[config.mk]
export PLATFORM = sky130hd
export DESIGN_NAME = alu_issue_stage_flat
export DESIGN_NICKNAME = d
export VERILOG_FILES = /design/src/rtl/alu_issue_stage_if.sv /design/src/rtl/alu_issue_stage.sv /design/src/flat_wrapper.sv
export SDC_FILE = /design/constraint.sdc
export NUM_CORES = 1
export LEC_CHECK = 0
export BUFFER_PORTS_ARGS = -buffer_cell sky130_fd_sc_hd__buf_2
export CAP_MARGIN = 20
export CORE_MARGIN = 3
export CORE_UTILIZATION = 25
export CTS_CLUSTER_SIZE = 8
export DETAILED_ROUTE_END_ITERATION = 10
export HOLD_SLACK_MARGIN = 0.1
export PLACE_DENSITY = 0.54
export SLEW_MARGIN = 20
export SYNTH_ARGS = -nofsm -noshare
export SYNTH_HDL_FRONTEND = slang
export SYNTH_SLANG_ARGS = --single-unit
[constraint.sdc]
create_clock -name clk -period 3.7 [get_ports clk]
set_clock_uncertainty 0.2 [all_clocks]
set_input_delay 0.555 -clock clk [delete_from_list [all_inputs] [get_ports clk]]
set_output_delay 0.555 -clock clk [all_outputs]
set_load 0.05 [all_outputs]
[src/rtl/alu_issue_stage_if.sv]
// Handshake bundle between the upstream fetch/regfile side, the issue stage and the execute ALU.
// The stage binds to the slave modport; the environment (or testbench) drives through master.
interface alu_issue_stage_if #(
    parameter int DATA_W = 32,
    parameter int SEL_W  = 10
);
    logic              flush;
    logic              in_valid;
    logic              in_ready;
    logic [31:0]       in_instr;
    logic [DATA_W-1:0] in_pc;
    logic [DATA_W-1:0] in_rs1_data;
    logic [DATA_W-1:0] in_rs2_data;
    logic              fwd_valid;
    logic [4:0]        fwd_rd;
    logic [DATA_W-1:0] fwd_data;
    logic              out_valid;
    logic              out_ready;
    logic [DATA_W-1:0] out_in0;
    logic [DATA_W-1:0] out_in1;
    logic [SEL_W-1:0]  out_selector;
    logic [4:0]        out_rd;
    logic              out_we;
    logic              out_illegal;

    modport master (
        output flush, in_valid, in_instr, in_pc, in_rs1_data, in_rs2_data,
        output fwd_valid, fwd_rd, fwd_data, out_ready,
        input  in_ready, out_valid, out_in0, out_in1, out_selector, out_rd, out_we, out_illegal
    );

    modport slave (
        input  flush, in_valid, in_instr, in_pc, in_rs1_data, in_rs2_data,
        input  fwd_valid, fwd_rd, fwd_data, out_ready,
        output in_ready, out_valid, out_in0, out_in1, out_selector, out_rd, out_we, out_illegal
    );
endinterface

[src/rtl/alu_issue_stage.sv]
// RV32I decode/issue stage feeding the execute ALU through a 2-entry skid buffer.
// Define ALU_ISSUE_FWD_EN to let the writeback bypass override rs1/rs2 data at accept time.
module alu_issue_stage #(
    parameter int DATA_W = 32,
    parameter int SEL_W  = 10
) (
    input logic             clk,
    input logic             rst,
    alu_issue_stage_if.slave bus
);

    localparam logic [6:0] OP_R     = 7'b0110011;
    localparam logic [6:0] OP_IMM   = 7'b0010011;
    localparam logic [6:0] OP_LUI   = 7'b0110111;
    localparam logic [6:0] OP_AUIPC = 7'b0010111;

    typedef struct packed {
        logic [DATA_W-1:0] in0;
        logic [DATA_W-1:0] in1;
        logic [SEL_W-1:0]  sel;
        logic [4:0]        rd;
        logic              we;
        logic              illegal;
    } entry_t;

    typedef enum logic [1:0] {EMPTY, ONE, FULL} state_t;

    state_t            state_q;
    entry_t            head_q;
    entry_t            skid_q;
    logic              outValid_q;
    logic              inReady_q;
    entry_t            decoded_d;
    logic [DATA_W-1:0] rs1Val;
    logic [DATA_W-1:0] rs2Val;
    logic              accept;
    logic              xfer;

    logic [6:0]        opcode;
    logic [4:0]        rdIdx;
    logic [2:0]        funct3;
    logic [4:0]        rs1Idx;
    logic [4:0]        rs2Idx;
    logic [6:0]        funct7;
    logic [DATA_W-1:0] immI;
    logic [DATA_W-1:0] immU;
    logic [DATA_W-1:0] shamt;

    assign opcode = bus.in_instr[6:0];
    assign rdIdx  = bus.in_instr[11:7];
    assign funct3 = bus.in_instr[14:12];
    assign rs1Idx = bus.in_instr[19:15];
    assign rs2Idx = bus.in_instr[24:20];
    assign funct7 = bus.in_instr[31:25];
    assign immI   = DATA_W'($signed(bus.in_instr[31:20]));
    assign immU   = DATA_W'({bus.in_instr[31:12], 12'b0});
    assign shamt  = DATA_W'(bus.in_instr[24:20]);

    // x0 is forced to zero last so neither the regfile nor the bypass can make it non-zero.
    always_comb begin
        rs1Val = bus.in_rs1_data;
        rs2Val = bus.in_rs2_data;
`ifdef ALU_ISSUE_FWD_EN
        if (bus.fwd_valid && (bus.fwd_rd == rs1Idx)) rs1Val = bus.fwd_data;
        if (bus.fwd_valid && (bus.fwd_rd == rs2Idx)) rs2Val = bus.fwd_data;
`endif
        if (rs1Idx == 5'd0) rs1Val = '0;
        if (rs2Idx == 5'd0) rs2Val = '0;
    end

`ifndef ALU_ISSUE_FWD_EN
    logic unusedFwd;
    assign unusedFwd = ^{bus.fwd_valid, bus.fwd_rd, bus.fwd_data};
`endif

    always_comb begin
        decoded_d = '0;
        case (opcode)
            OP_R: begin
                decoded_d.in0 = rs1Val;
                decoded_d.in1 = rs2Val;
                decoded_d.sel = SEL_W'({funct7, funct3});
                decoded_d.we  = 1'b1;
            end
            OP_IMM: begin
                decoded_d.in0 = rs1Val;
                decoded_d.we  = 1'b1;
                case (funct3)
                    3'b001: begin
                        decoded_d.in1 = shamt;
                        decoded_d.sel = SEL_W'(10'b0000000001);
                    end
                    3'b101: begin
                        decoded_d.in1 = shamt;
                        decoded_d.sel = SEL_W'({funct7, 3'b101});
                    end
                    default: begin
                        decoded_d.in1 = immI;
                        decoded_d.sel = SEL_W'({7'b0, funct3});
                    end
                endcase
            end
            OP_LUI: begin
                decoded_d.in1 = immU;
                decoded_d.we  = 1'b1;
            end
            OP_AUIPC: begin
                decoded_d.in0 = bus.in_pc;
                decoded_d.in1 = immU;
                decoded_d.we  = 1'b1;
            end
            default: begin
                decoded_d.illegal = 1'b1;
            end
        endcase
        decoded_d.rd = rdIdx;
        if (rdIdx == 5'd0) decoded_d.we = 1'b0;
    end

    assign accept = bus.in_valid && inReady_q;
    assign xfer   = outValid_q && bus.out_ready;

    // head_q always drives out_*; skid_q only holds the second entry while FULL.
    always_ff @(posedge clk) begin
        if (rst) begin
            state_q    <= EMPTY;
            head_q     <= '0;
            skid_q     <= '0;
            outValid_q <= 1'b0;
            inReady_q  <= 1'b1;
        end else if (bus.flush) begin
            state_q    <= EMPTY;
            outValid_q <= 1'b0;
            inReady_q  <= 1'b1;
        end else begin
            case (state_q)
                EMPTY: begin
                    if (accept) begin
                        head_q     <= decoded_d;
                        state_q    <= ONE;
                        outValid_q <= 1'b1;
                        inReady_q  <= 1'b1;
                    end
                end
                ONE: begin
                    case ({accept, xfer})
                        2'b10: begin
                            skid_q    <= decoded_d;
                            state_q   <= FULL;
                            inReady_q <= 1'b0;
                        end
                        2'b01: begin
                            state_q    <= EMPTY;
                            outValid_q <= 1'b0;
                        end
                        2'b11: begin
                            head_q <= decoded_d;
                        end
                        default: begin
                        end
                    endcase
                end
                FULL: begin
                    if (xfer) begin
                        head_q    <= skid_q;
                        state_q   <= ONE;
                        inReady_q <= 1'b1;
                    end
                end
                default: begin
                    state_q    <= EMPTY;
                    outValid_q <= 1'b0;
                    inReady_q  <= 1'b1;
                end
            endcase
        end
    end

    assign bus.in_ready     = inReady_q;
    assign bus.out_valid    = outValid_q;
    assign bus.out_in0      = head_q.in0;
    assign bus.out_in1      = head_q.in1;
    assign bus.out_selector = head_q.sel;
    assign bus.out_rd       = head_q.rd;
    assign bus.out_we       = head_q.we;
    assign bus.out_illegal  = head_q.illegal;

endmodule

[src/flat_wrapper.sv]
// flat-port wrapper written by rule: the top's interface ports become plain ports
module alu_issue_stage_flat 
#(
    parameter int DATA_W = 32,
    parameter int SEL_W  = 10
)
  (clk, rst, bus_flush, bus_in_valid, bus_in_instr, bus_in_pc, bus_in_rs1_data, bus_in_rs2_data, bus_fwd_valid, bus_fwd_rd, bus_fwd_data, bus_out_ready, bus_in_ready, bus_out_valid, bus_out_in0, bus_out_in1, bus_out_selector, bus_out_rd, bus_out_we, bus_out_illegal);
  alu_issue_stage_if #(.DATA_W(DATA_W), .SEL_W(SEL_W)) bus_i ();
  input logic clk;
  input logic rst;
  input wire logic [$bits(bus_i.flush)-1:0] bus_flush;
  input wire logic [$bits(bus_i.in_valid)-1:0] bus_in_valid;
  input wire logic [$bits(bus_i.in_instr)-1:0] bus_in_instr;
  input wire logic [$bits(bus_i.in_pc)-1:0] bus_in_pc;
  input wire logic [$bits(bus_i.in_rs1_data)-1:0] bus_in_rs1_data;
  input wire logic [$bits(bus_i.in_rs2_data)-1:0] bus_in_rs2_data;
  input wire logic [$bits(bus_i.fwd_valid)-1:0] bus_fwd_valid;
  input wire logic [$bits(bus_i.fwd_rd)-1:0] bus_fwd_rd;
  input wire logic [$bits(bus_i.fwd_data)-1:0] bus_fwd_data;
  input wire logic [$bits(bus_i.out_ready)-1:0] bus_out_ready;
  output wire logic [$bits(bus_i.in_ready)-1:0] bus_in_ready;
  output wire logic [$bits(bus_i.out_valid)-1:0] bus_out_valid;
  output wire logic [$bits(bus_i.out_in0)-1:0] bus_out_in0;
  output wire logic [$bits(bus_i.out_in1)-1:0] bus_out_in1;
  output wire logic [$bits(bus_i.out_selector)-1:0] bus_out_selector;
  output wire logic [$bits(bus_i.out_rd)-1:0] bus_out_rd;
  output wire logic [$bits(bus_i.out_we)-1:0] bus_out_we;
  output wire logic [$bits(bus_i.out_illegal)-1:0] bus_out_illegal;
  assign bus_i.flush = bus_flush;
  assign bus_i.in_valid = bus_in_valid;
  assign bus_i.in_instr = bus_in_instr;
  assign bus_i.in_pc = bus_in_pc;
  assign bus_i.in_rs1_data = bus_in_rs1_data;
  assign bus_i.in_rs2_data = bus_in_rs2_data;
  assign bus_i.fwd_valid = bus_fwd_valid;
  assign bus_i.fwd_rd = bus_fwd_rd;
  assign bus_i.fwd_data = bus_fwd_data;
  assign bus_i.out_ready = bus_out_ready;
  assign bus_in_ready = bus_i.in_ready;
  assign bus_out_valid = bus_i.out_valid;
  assign bus_out_in0 = bus_i.out_in0;
  assign bus_out_in1 = bus_i.out_in1;
  assign bus_out_selector = bus_i.out_selector;
  assign bus_out_rd = bus_i.out_rd;
  assign bus_out_we = bus_i.out_we;
  assign bus_out_illegal = bus_i.out_illegal;
  alu_issue_stage #(.DATA_W(DATA_W), .SEL_W(SEL_W)) u_core (.clk(clk), .rst(rst), .bus(bus_i));
endmodule
==> results.yml <==
outcome:
  outcome: "finished, final reports clean"
synth:
  syn_area_per_cell_um2: 8.79
  ys_types: 52
  synth_cells: 836
  async_flop_share: 0
  syn_nets: 1007
  synth_seq_cells: 166
  netlist_area_um2: 7350
  yosysTopAreaCell: "dfxtp_1"
  yosysTopAreaCellShare: 0.452
  seq_area_frac_synth: 0.452
  yosys_warnings: 0
  synth_edf_count: 0
  ys_top_cells_by_area: "dfxtp_1 45%, nor2_1 9.7%, a221oi_1 7.4%"
  synth_flop_cell: "dfxtp_1"
routing:
  route.detailed.drc: 0
  routedWlPerCell_um: 18.2
  drtAntennaViolNets: 0
  wl_mm: 25.6
  vias: 7151
  avgViaCountPerCell: 5.10
  dr.pass1.iters: 5
  drtIter0Drc: 480
sta:
  relSlewSlack: 0.391
  fin_crit_sh: 0.731
  worst_pin_slew_ps: 912
  tns_ps: 0
  fmaxAchievable_mhz: 370
  setup_violations: 0
  whs_ps: 203
  period_needed_ps: 2710
  hold_violations: 0
  rsz0062_at_grt: "no"
  slew_viol_final: 0
cells_and_area:
  multi_input_area_um2: 3660
  ff_latch_area_um2: 3320
  layout_commonest_cell: "buf_2"
  num-fill-cells: 3073
  layout-drive-gt1-share: 0.292
  nets: 1175
  layout_common_cells: "214 x buf_2, 189 x nor2_1, 166 x dfxtp_1"
  syn2layout_area_growth_pct: 27.3
setup_path:
  crit_arrival_ps: 2800
  crit_cells: 6
  critical_path.cell_chain: "and2b_2, buf_4, nor2_4, buf_12, a221oi_1, nor3_1"
  crit_family: "buffers and inverters"
  cp.required_ps: 3800
  slowest_stage: "buf_4"
  slowest_delay_ps: 650
  cp-start-kind: "flip-flop"
  cp_max_fo: 69
  path_class: "reg2reg"
  ff2ff_path_depth: 6
  crit_path_end_kind: "flip-flop"
  cp_num_buf_inv: 2
floorplan:
  rows: 62
  io_pins: 254
  dieArea_um2: 31500
  die_h_um: 177
  dieWidth_um: 177
  core_um2: 28900
  start_util: 0.255
clocking:
  ctsLongestPathBuffers: 2
  cts_made_buffers: 17
  cts-resized-gates: 0
  postCtsSetupRepairBufs: 0
  clk_pin_slew_worst_paths_ps: 70
  cts_tree: "built"
  clock_latency_ps: 420
  cts_sinks: 166
  htreeDepth: 4
  cts_hold_buf: 0
  root_buffer: "clkbuf_16"
power:
  ir_drop_mv: 0.251
  cellLeakagePower_nw: 3.83
  p_per_area_nw_per_um2: 472
  power_frac_comb: 0.167
  swShare: 0.320
  pwr-share-clk: 0.404
  p_switching_mw: 1.42
  p_int_mw: 3.00
  seqPwrFrac: 0.429
global_route:
  grt_use_total: 0.159
  grt_pass1_vias: 6708
  grt_pass1_wl_mm: 39.6
  antenna_found_initial: 1
  grt_max_degree: 75
  grt_overflow: 0
placement:
  dp_hpwl_mm: 17.1
  portBuffers: 215
  gp_congestion: 0.797
hold_path:
  hp-class: "in2reg"
  whs_path_depth: 3
run:
  maxCapViolations: 0
-- worst paths after layout --
path / startpoint / end / slack, ps
hold reg to reg: u_core.skid_q[6] / u_core.skid_q[6] / 260
setup reg to reg: u_core.state_q[1] / u_core.bus.out_in0[19] / 990
setup / recovery: u_core.state_q[1] / u_core.bus.out_in0[19] / 990
hold / removal: bus_in_rs2_data[5] / u_core.bus.out_in1[5] / 200
-- worst register-to-register path, stage by stage, from the launching register on --
cell and delay, ps:
dfxtp_1 540, and2b_2 250, buf_4 660, nor2_4 300, buf_12 260, a221oi_1 300
nor3_1 80
-- sequential cells by signal (all words and copies together), names as in the netlist --
| name | cells |
|---|---|
| u_core.bus.out_in0 | 32 |
| u_core.bus.out_illegal | 1 |
| u_core.bus.in_ready | 1 |
| u_core.bus.out_rd | 5 |
| u_core.bus.out_valid | 1 |
| u_core.bus.out_in1 | 32 |
| u_core.bus.out_we | 1 |
| u_core.state_q | 2 |
| u_core.skid_q | 81 |
| u_core.bus.out_selector | 10 |
-- per-layer routing --
layer  up-vias  wire length (µm)  global-route usage
li1       3472                 -                   -
met1      3438             11900               0.222
met2       221             11700               0.249
met3        20              1580              0.0366
met4         0               308              0.0366
met5         -                 0                   0
-- cells by family after synthesis --
group	after synthesis	share of synthesized area
XOR/XNOR	1	0.00119
AND/OR/NAND/NOR	332	0.207
multiplexers	5	0.00681
AO/OA/AOI/OAI	244	0.278
buffers and inverters	88	0.0555
flip-flops	166	0.452
-- metrics by stage --
stage	setup WS (ps)	instance area, µm²	power, mW	cells	util
6_report	994	9350	4.42	1402	0.324
5_1_grt	790	9350	4.62	1402	0.324
4_1_cts	971	9350	4.49	1401	0.324
3_5_place_dp	877	8760	2.68	1369	0.304
3_3_place_gp	936	8760	2.68	1369	0.304
2_1_floorplan	1460	7350	2.43	836	-
-- power by group through the flow --
stage	clock network, mW	logic, mW	registers [mW]
6_report	1.79	0.737	1.90
5_1_grt	1.92	0.799	1.90
4_1_cts	1.84	0.747	1.90
3_5_place_dp	0	0.746	1.94
3_3_place_gp	0	0.740	1.94
2_1_floorplan	0	0.280	2.15
-- cell type report --
type,instances,area share
Clock buffer,18,0.0470
Multi-Input combinational cell,582,0.392
Antenna cell,1,0.000268
Inverter,1,0.000401
Sequential cell,166,0.355
Tap cell,384,0.0514
Clock inverter,14,0.0165
Timing Repair Buffer,236,0.138
-- Yosys cell counts, drive strengths merged, types with 2 or more instances --
| master | count |
|---|---|
| nor3 | 64 |
| clkbuf | 39 |
| a211oi | 31 |
| a311oi | 5 |
| a21boi | 2 |
| a32o | 3 |
| a2111oi | 17 |
| nor2b | 2 |
| and3 | 16 |
| and2b | 2 |
| mux2i | 5 |
| a31oi | 2 |
| a32oi | 14 |
| dfxtp | 166 |
| nand2 | 36 |
| nand2b | 2 |
| o21ai | 4 |
| a22oi | 49 |
| nor2 | 192 |
| o221ai | 2 |
| a221oi | 62 |
| a21oi | 15 |
| and2 | 5 |
| or3 | 3 |
| a22o | 32 |
| buf | 48 |
No activity file was read; power rests on OpenSTA's default activity.
